$ cat config.mk
export PLATFORM = sky130hd
export DESIGN_NAME = xfer_arbiter
export DESIGN_NICKNAME = d
export VERILOG_FILES = /design/src/rtl/xfer_pkg.sv /design/src/rtl/rr_arbiter.sv /design/src/rtl/xfer_arbiter.sv
export SDC_FILE = /design/constraint.sdc
export NUM_CORES = 1
export LEC_CHECK = 0
export ABC_CLOCK_PERIOD_IN_PS = 2890
export BUFFER_PORTS_ARGS = -buffer_cell sky130_fd_sc_hd__buf_2
export CORE_ASPECT_RATIO = 1.1
export CORE_UTILIZATION = 34
export CTS_CLUSTER_SIZE = 24
export DETAILED_ROUTE_END_ITERATION = 16
export GPL_TIMING_DRIVEN = 0
export SYNTH_ARGS = -nofsm -noshare
export SYNTH_HDL_FRONTEND = slang
export SYNTH_SLANG_ARGS = --single-unit
$ cat constraint.sdc
create_clock -name clk -period 2.89 [get_ports clk]
set_input_delay 0.4335 -clock clk [delete_from_list [all_inputs] [get_ports clk]]
set_output_delay 0.4335 -clock clk [all_outputs]
set_load 0.02 [all_outputs]
$ cat src/rtl/xfer_pkg.sv
// Shared types and defaults for the register-to-register transfer arbiter.
package xfer_pkg;

   // Transfer sequencer states
   typedef enum logic [1:0] {
      IDLE  = 2'd0,
      DRIVE = 2'd1,
      LOAD  = 2'd2,
      DONE  = 2'd3
   } state_t;

   localparam int NREQ_DEF = 4;
   localparam int NREG_DEF = 8;

   // Index width that stays at least one bit wide for single-entry vectors
   function automatic int idx_w(input int n);
      return (n > 1) ? $clog2(n) : 1;
   endfunction

endpackage

$ cat src/rtl/rr_arbiter.sv
// Combinational round-robin pick: first asserted request at or after ptr,
// wrapping around modulo NREQ.
module rr_arbiter
   import xfer_pkg::*;
#(
   parameter  int NREQ = NREQ_DEF,
   localparam int GW   = idx_w(NREQ)
) (
   input  logic [NREQ-1:0] req,
   input  logic [GW-1:0]   ptr,
   output logic [GW-1:0]   grant,
   output logic            valid
);

   // Scan NREQ positions starting at ptr; the first hit wins
   always_comb begin
      int idx;
      grant = '0;
      valid = 1'b0;
      idx   = 0;
      for (int i = 0; i < NREQ; i++) begin
         idx = int'(ptr) + i;
         if (idx >= NREQ) idx = idx - NREQ;
         if (!valid && req[idx]) begin
            valid = 1'b1;
            grant = GW'(idx);
         end
      end
   end

endmodule

$ cat src/rtl/xfer_arbiter.sv
// Arbitrates register-to-register transfers over a shared internal bus.
// Each granted transfer runs DRIVE (bus settle), LOAD (destination capture)
// and DONE (ack). Outputs decode only registered state and latched indices,
// so they drop asynchronously with reset and never follow req/src/dst.
module xfer_arbiter
   import xfer_pkg::*;
#(
   parameter  int NREQ = NREQ_DEF,
   parameter  int NREG = NREG_DEF,
   localparam int IW   = idx_w(NREG),
   localparam int GW   = idx_w(NREQ)
) (
   input  logic                     clk,
   input  logic                     rst,
   input  logic [NREQ-1:0]          req,
   input  logic [NREQ-1:0][IW-1:0]  src,
   input  logic [NREQ-1:0][IW-1:0]  dst,
   output logic [NREQ-1:0]          ack,
   output logic [NREG-1:0]          reg_oe,
   output logic [NREG-1:0]          reg_ce,
   output logic                     busy,
   output logic [GW-1:0]            grant_id
);

   state_t          state, state_nxt;
   logic [GW-1:0]   rr_ptr;
   logic [GW-1:0]   grant_q;
   logic [IW-1:0]   src_q, dst_q;
   logic [GW-1:0]   pick;
   logic            pick_vld;
   logic            take;
   logic            noop;
   logic [GW-1:0]   ptr_nxt;

   rr_arbiter #(.NREQ(NREQ)) u_rr (
      .req   (req),
      .ptr   (rr_ptr),
      .grant (pick),
      .valid (pick_vld)
   );

   // Grant qualification and no-op detection for the requester being picked
   always_comb begin
      take = (state == IDLE) && pick_vld;
      noop = (src[pick] == dst[pick]);
   end

   // Pointer advance past the requester just served, modulo NREQ
   always_comb begin
      ptr_nxt = (grant_q == GW'(NREQ - 1)) ? '0 : grant_q + GW'(1);
   end

   // State register
   always_ff @(posedge clk or posedge rst) begin
      if (rst) state <= IDLE;
      else     state <= state_nxt;
   end

   // Next-state logic and output decode from registered state
   always_comb begin
      state_nxt = state;
      reg_oe    = '0;
      reg_ce    = '0;
      ack       = '0;
      busy      = 1'b1;
      case (state)
         IDLE: begin
            busy = 1'b0;
            if (take) state_nxt = noop ? DONE : DRIVE;
         end
         DRIVE: begin
            reg_oe    = NREG'(1) << src_q;
            state_nxt = LOAD;
         end
         LOAD: begin
            reg_oe    = NREG'(1) << src_q;
            reg_ce    = NREG'(1) << dst_q;
            state_nxt = DONE;
         end
         DONE: begin
            ack       = NREQ'(1) << grant_q;
            state_nxt = IDLE;
         end
         default: state_nxt = IDLE;
      endcase
   end

   // Latch the winner's indices at grant; move rr_ptr when leaving DONE
   always_ff @(posedge clk or posedge rst) begin
      if (rst) begin
         rr_ptr  <= '0;
         grant_q <= '0;
         src_q   <= '0;
         dst_q   <= '0;
      end else begin
         if (take) begin
            grant_q <= pick;
            src_q   <= src[pick];
            dst_q   <= dst[pick];
         end
         if (state == DONE) rr_ptr <= ptr_nxt;
      end
   end

   assign grant_id = grant_q;

endmodule

**Word-level counts from Yosys, hierarchy flattened**

Index checks and enable logic that the tools add are counted.
W data, S select, Z words.

- Multiplexer cells: 36
- Shift operators: 3
- Eq/ne operators: 6
- $lt $le $gt $ge: 9
- Add/sub/neg operators: 8
- Reduce and logical (&&, ||, !) cells: 9

Operator list:

| cell | number |
|---|---|
| $lt A32 B4 Y1 const B | 4 |
| $mux W32 | 4 |
| $ge A32 B4 Y1 const B | 3 |
| $sub A32 B4 Y32 const B | 3 |
| $mux W8 | 2 |
| $shl A1 B3 Y8 const A | 2 |
| $mux W2 | 7 |
| $mux W1 | 13 |
| $bmux W3 S2 | 2 |
| $bmux W1 S2 | 4 |
| $pmux W2 S4 | 1 |
| $add A2 B2 Y3 const B | 2 |
| $eq A2 B2 Y1 const B | 3 |
| $mux W3 | 2 |
| $logic_and A1 B1 Y1 | 4 |
| $mux W4 | 1 |
| $shl A1 B2 Y4 const A | 1 |
| $sub A2 B3 Y4 const B | 1 |
| $add A2 B1 Y3 const B | 1 |
| $eq A3 B3 Y1 | 1 |
| $ge A2 B3 Y1 const B | 1 |
| $logic_not A1 Y1 | 3 |
| $lt A2 B3 Y1 const B | 1 |
| $add A2 B1 Y2 const B | 1 |
| 4 further kinds | 4 |

- Input port bits: 30
- Output and inout port bits: 23
- Word-level logic and storage cells: 76
- Bits in registers: 12

**Logic depth before layout (Yosys ltp)**

- Word-level depth: 21
- Mapped depth: 10
- Gate-level depth less buffers: 8

**Cells and area by module**

Synthesis repeated with hierarchy kept, for this count alone.

- Cells, all modules: 101
- Area, all modules: 988.4 um^2

By module, submodules not included:

| module | times used | cells an instance | area an instance (um^2) |
|---|---|---|---|
| xfer_arbiter | 1 | 86 | 910.9 |
| rr_arbiter | 1 | 15 | 77.6 |

**Worst setup path before layout**

OpenSTA, ideal clock, no wires.

- Path type: input -> register
- Start point: input req[0]
- End point: register state[1]
- Buffers on the path: 2
- Stages: 10
- Arrival time: 1786 ps
- Slack: 1022 ps
- Required time: 2808 ps
- Cells stage by stage: a21o_1 > a21oi_1 > o22a_2 > buf_6 > buf_12 > mux2i_1 > mux2_2 > xnor2_1 > nand4_1 > a31oi_1

- Cells in the longest elaborated chain, start to end: 19
- Elaborated cells on any way between the ends: 36
- Those cells by class: eq/ne: 2; mux: 27; reduce/logical: 7

RTL lines:

| item | line | RTL |
|---|---|---|
| from (decl) | xfer_arbiter.sv:15 | `input logic [NREQ-1:0] req,` |
| $bmux W1 S2 | rr_arbiter.sv:24 | `if (!valid && req[idx]) begin` |
| $mux W1 (implied by the code) (2 in a row) | rr_arbiter.sv:24 |  |
| $mux W1 | rr_arbiter.sv:24 |  |
| $logic_not A1 Y1 | rr_arbiter.sv:24 |  |
| $logic_and A1 B1 Y1 | rr_arbiter.sv:24 |  |
| $mux W1 | rr_arbiter.sv:24 |  |
| $logic_not A1 Y1 | rr_arbiter.sv:24 |  |
| $logic_and A1 B1 Y1 | rr_arbiter.sv:24 |  |
| $mux W1 | rr_arbiter.sv:24 |  |
| $logic_not A1 Y1 | rr_arbiter.sv:24 |  |
| $logic_and A1 B1 Y1 | rr_arbiter.sv:24 |  |
| $mux W2 | rr_arbiter.sv:24 |  |
| $bmux W3 S2 | xfer_arbiter.sv:45 | `noop = (src[pick] == dst[pick]);` |
| $mux W3 (implied by the code) | xfer_arbiter.sv:45 |  |
| $eq A3 B3 Y1 | xfer_arbiter.sv:45 |  |
| $mux W2 (2 in a row) | xfer_arbiter.sv:69 | `if (take) state_nxt = noop ? DONE : DRIVE;` |
| $pmux W2 S4 | xfer_arbiter.sv:66 | `case (state)` |
| to (signal assigned) | xfer_arbiter.sv:56 | `else state <= state_nxt;` |
| to (decl) | xfer_arbiter.sv:25 | `state_t state, state_nxt;` |

Parallel ways exist; a longest one is shown, timed or not. The select of a mux whose other input is x is not followed.
A chain may end at the register's enable or synchronous reset.

**Worst setup path after layout**

- Start point: register rr_ptr[0]
- End point: register state[1]

- Cells in the longest elaborated chain, start to end: 21
- Elaborated cells on any way between the ends: 51
- Those cells by class: add/sub: 7; order compare: 4; eq/ne: 2; mux: 31; reduce/logical: 7

RTL lines:

| item | line | RTL |
|---|---|---|
| from (decl) | xfer_arbiter.sv:26 | `logic [GW-1:0] rr_ptr;` |
| from (signal assigned) | xfer_arbiter.sv:101 | `if (state == DONE) rr_ptr <= ptr_nxt;` |
| branches (longest 21 deep; another with $sub A32 B4 Y32) | -- |  |

Several ways; the timed one is not identified. The select of a mux whose other input is x is not followed.

==> run summary <==
STA classifies the critical path endpoint as a flop. The critical-path maximum fanout came out at 7. The number of gates resized after CTS was 0.

The number of antenna violations at the first check in global routing was 0. The via count of the first global-routing pass is 942. The startpoint kind of the worst setup timing path was a flop.

The max-slew violation count was 0. The floorplan die area is 3276 um2, and the transition time at the pin with the least slew margin is 1005 ps. Across every metal layer, demand over resource in global routing totals 15.88%.

In the global route stage, met3 resource usage came out at 1.527%. After synthesis, the share of cell area in mux cells is 21.35%. The count of buffers added on input and output ports is 52. The tools report the achievable frequency as 0.4886 GHz. The routed layout has 997 vias. In this run, synthesis produced a sequential element count of 12. The root buffer cell is clkbuf_4. The run gives 0 ps as the setup TNS after final layout. Global routing used 28.74% of the available met2 tracks. The run gives 214 as the number of nets at the end of the flow. In this run the most used layer during global routing was met2. After synthesis, the largest family of logic cells by area is multiplexers. The number of antenna diodes in the final layout is 0. The simple-gate area share of the yosys netlist is 20.14%.

The run gives 23 as the distinct cell type count after synthesis. Of the cells placed in the final design, the portion with a size suffix greater than 1 is 39.43%. Yosys printed 0 warnings. The post-CTS clock slew at the launch and capture registers of the worst setup and hold paths was 80 ps.

After global routing the overflow that remains totals 0. The first-pass iteration count of the detailed router was 4. The number of hold buffers added after CTS was 0. The worst setup skew after layout came out at 2.954 ps.

The post-synthesis adder-cell area fraction came out at 9.650%. The post-synthesis net count came out at 157. The tools report the clock net sink count as 12. The kind of critical path is flop to flop. The level count of the clock H-tree was 1; the clock network latency to the later pin of the worst-skew pair was 270 ps. The floorplan has 20 rows. The portion of the post-synthesis area used by sequential elements was 28.95%. The minimum clock period after layout is 2047 ps. In this run the critical register-to-register path is launched from rr_ptr[0]. The worst pin sits at a relative slew slack of 32.15%. The post-synthesis average cell area is 8.716 um2.

The final setup violation count is 0. The area added between synthesis and finish came out at 32.57%. In this run the critical register-to-register path is captured at state[1].

Using the TritonRoute via totals, the vias-per-cell ratio works out to 4.793. Timing analysis after detailed placement gives a worst setup slack of 654.4 ps. Across the VDD grid, the largest voltage drop is 434.3 uV. The clock tree buffer depth is 2, and the number of antenna-violating nets in the routed design is 0.

After the first detailed-routing iteration, the DRC count stood at 12. The cell area after synthesis was 1037 um2. The tools report the final hold violation count as 0. The path class of the tightest hold or removal check is input pin to asynchronous set/reset pin.

The final worst-path setup slack was 843.5 ps. The tools report the number of I/O pins as 53. The tools report the total routed wirelength as 2.322 mm. The run finished with clean final reports. Setup repair after global routing left no endpoint under its margin.

The synthesized netlist devotes 10.74% of its cell area to compound gates. Entering global routing, the biggest net connects 13 pins. Measured on the finished design, the core utilization comes to 48.63%. The logs give 2828 um2 for the area of the core region and 36.68% for the starting density of the core. The wire-length estimate of the detail-placed layout is 1.994 mm. In the global route stage, met1 resource usage came out at 17.84%.

Leaving out fill and tap cells, the most frequent cell in the layout is buf_2. The total DRC errors in the routed layout was 0. The ratio of total power to cell area was 966.4 nW/um2. The largest area contributor in the synthesized netlist is dfrtp_1.

In the layout the commonest cells are buf_2 (52), nor2_1 (15), mux2i_1 (12), nand2_1 (12), dfrtp_1 (12). The worst path uses 70.81% of the clock period. At the worst endpoint, the arrival time is 2240 ps.

In this run the worst setup path terminates at state[1]. The run gives 0 as the number of buffers inserted by post-CTS setup repair. After Yosys synthesis, XOR and XNOR cells account for 2.533% of the synthesized area.

Measured in cells, the most critical reg-to-reg path has a length of 8. For the final weighted congestion in routability-driven placement, the log shows 0.7045. TritonCTS built the clock tree. The total CTS buffers is 3. The first global-routing pass estimated 3.781 mm of wire. In this run the worst setup path begins at rr_ptr[0]. The fraction of synthesized cell area taken by the top area cell type is 28.95%. Detail-routed net length per standard cell: 11.16 um. In the synthesized netlist, the number of instances is 119.

Across all hold checks on the routed design, the worst slack comes to 157.5 ps. Vertical die dimension: 59.93 um. By area the synthesized netlist is led by dfrtp_1 (29%), mux2i_1 (12%), mux2_2 (9.8%).

Measured along the x axis, the die boundary spans 54.66 um. The static leakage power is 0.7401 nW, and the data required time of the critical path is 3090 ps. Setup slack on the worst reg-to-reg path comes out at 840 ps.

Across the run, the number of max-cap violations was 0.
-- synth_stat cells --
cell      instances
a211oi_2          1
a21o_1            1
a21oi_1           3
a31oi_1           1
and2_1            4
buf_12            1
buf_6             1
clkbuf_1          1
dfrtp_1          12
ha_1              8
inv_1             9
mux2_2            9
mux2i_1          12
nand2_1          12
nand2b_1          8
nand4_1           2
nor2_1           15
nor3_1            4
o21ai_0           9
o22a_2            1
o22ai_1           1
o41ai_1           1
xnor2_1           3
-- worst min path at each step --
stage / start / end / slack (ps) / cells after the start
finish: rst / grant_id[1] / 160 / 2
global route: rst / grant_id[1] / 190 / 2
CTS: rst / grant_id[1] / 180 / 2
detailed placement: rst / grant_id[1] / 480 / 2
global placement: rst / grant_id[1] / 480 / 2
floorplan: rst / dst_q[0] / 300 / 1
-- metal layers --
layer	vias to the layer above	wire length (um)
li1	519	-
met4	0	27
met2	38	1163
met5	-	0
met1	438	1017
met3	2	114
-- area by class of cell --
| class | instances | area (um2) |
|---|---|---|
| inverters | 9 | 33.78 |
| plain buffers | 3 | 35.03 |
| well taps | 33 | 41.29 |
| clock buffers | 4 | 36.28 |
| multi-input cells | 95 | 668.1 |
| fillers | 301 | 1453 |
| repair buffers | 52 | 260.3 |
| flip-flops and latches | 12 | 300.3 |
-- flip-flops by register name (all words and copies together) (netlist names) --
name	flops
src_q	3
dst_q	3
grant_id	2
rr_ptr	2
state	2
-- critical path: stages, from the launching register on --
cell,delay (ps)
dfrtp_1,380
inv_1,80
nand2_1,60
a21oi_1,70
a211oi_2,530
mux2_2,440
xnor2_1,160
nand4_1,110
a31oi_1,130
-- stage by stage --
step / instances / instance area (um2) / total power [mW]
finish: 208 / 1375 / 1.329
global route: 208 / 1375 / 1.453
CTS: 208 / 1375 / 1.342
detailed placement: 204 / 1339 / 1.203
global placement: 204 / 1339 / 1.174
floorplan: 119 / 1037 / 0.9804
-- report_power, final --
group          leakage (nW)  switching, mW  internal [mW]  total [mW]
clock network        0.0210         0.0571         0.0765       0.134
registers             0.146         0.0952          0.255       0.351
logic                 0.573          0.467          0.378       0.844
total                 0.740          0.619          0.710        1.33
-- cells by family after synthesis --
| kind of cell | after synthesis |
|---|---|
| simple gates | 45 |
| mux | 21 |
| compound gates | 18 |
| buf+inv | 12 |
| flops | 12 |
| fa+ha+maj | 8 |
| xor+xnor | 3 |
(Power assumes the default switching activity.)
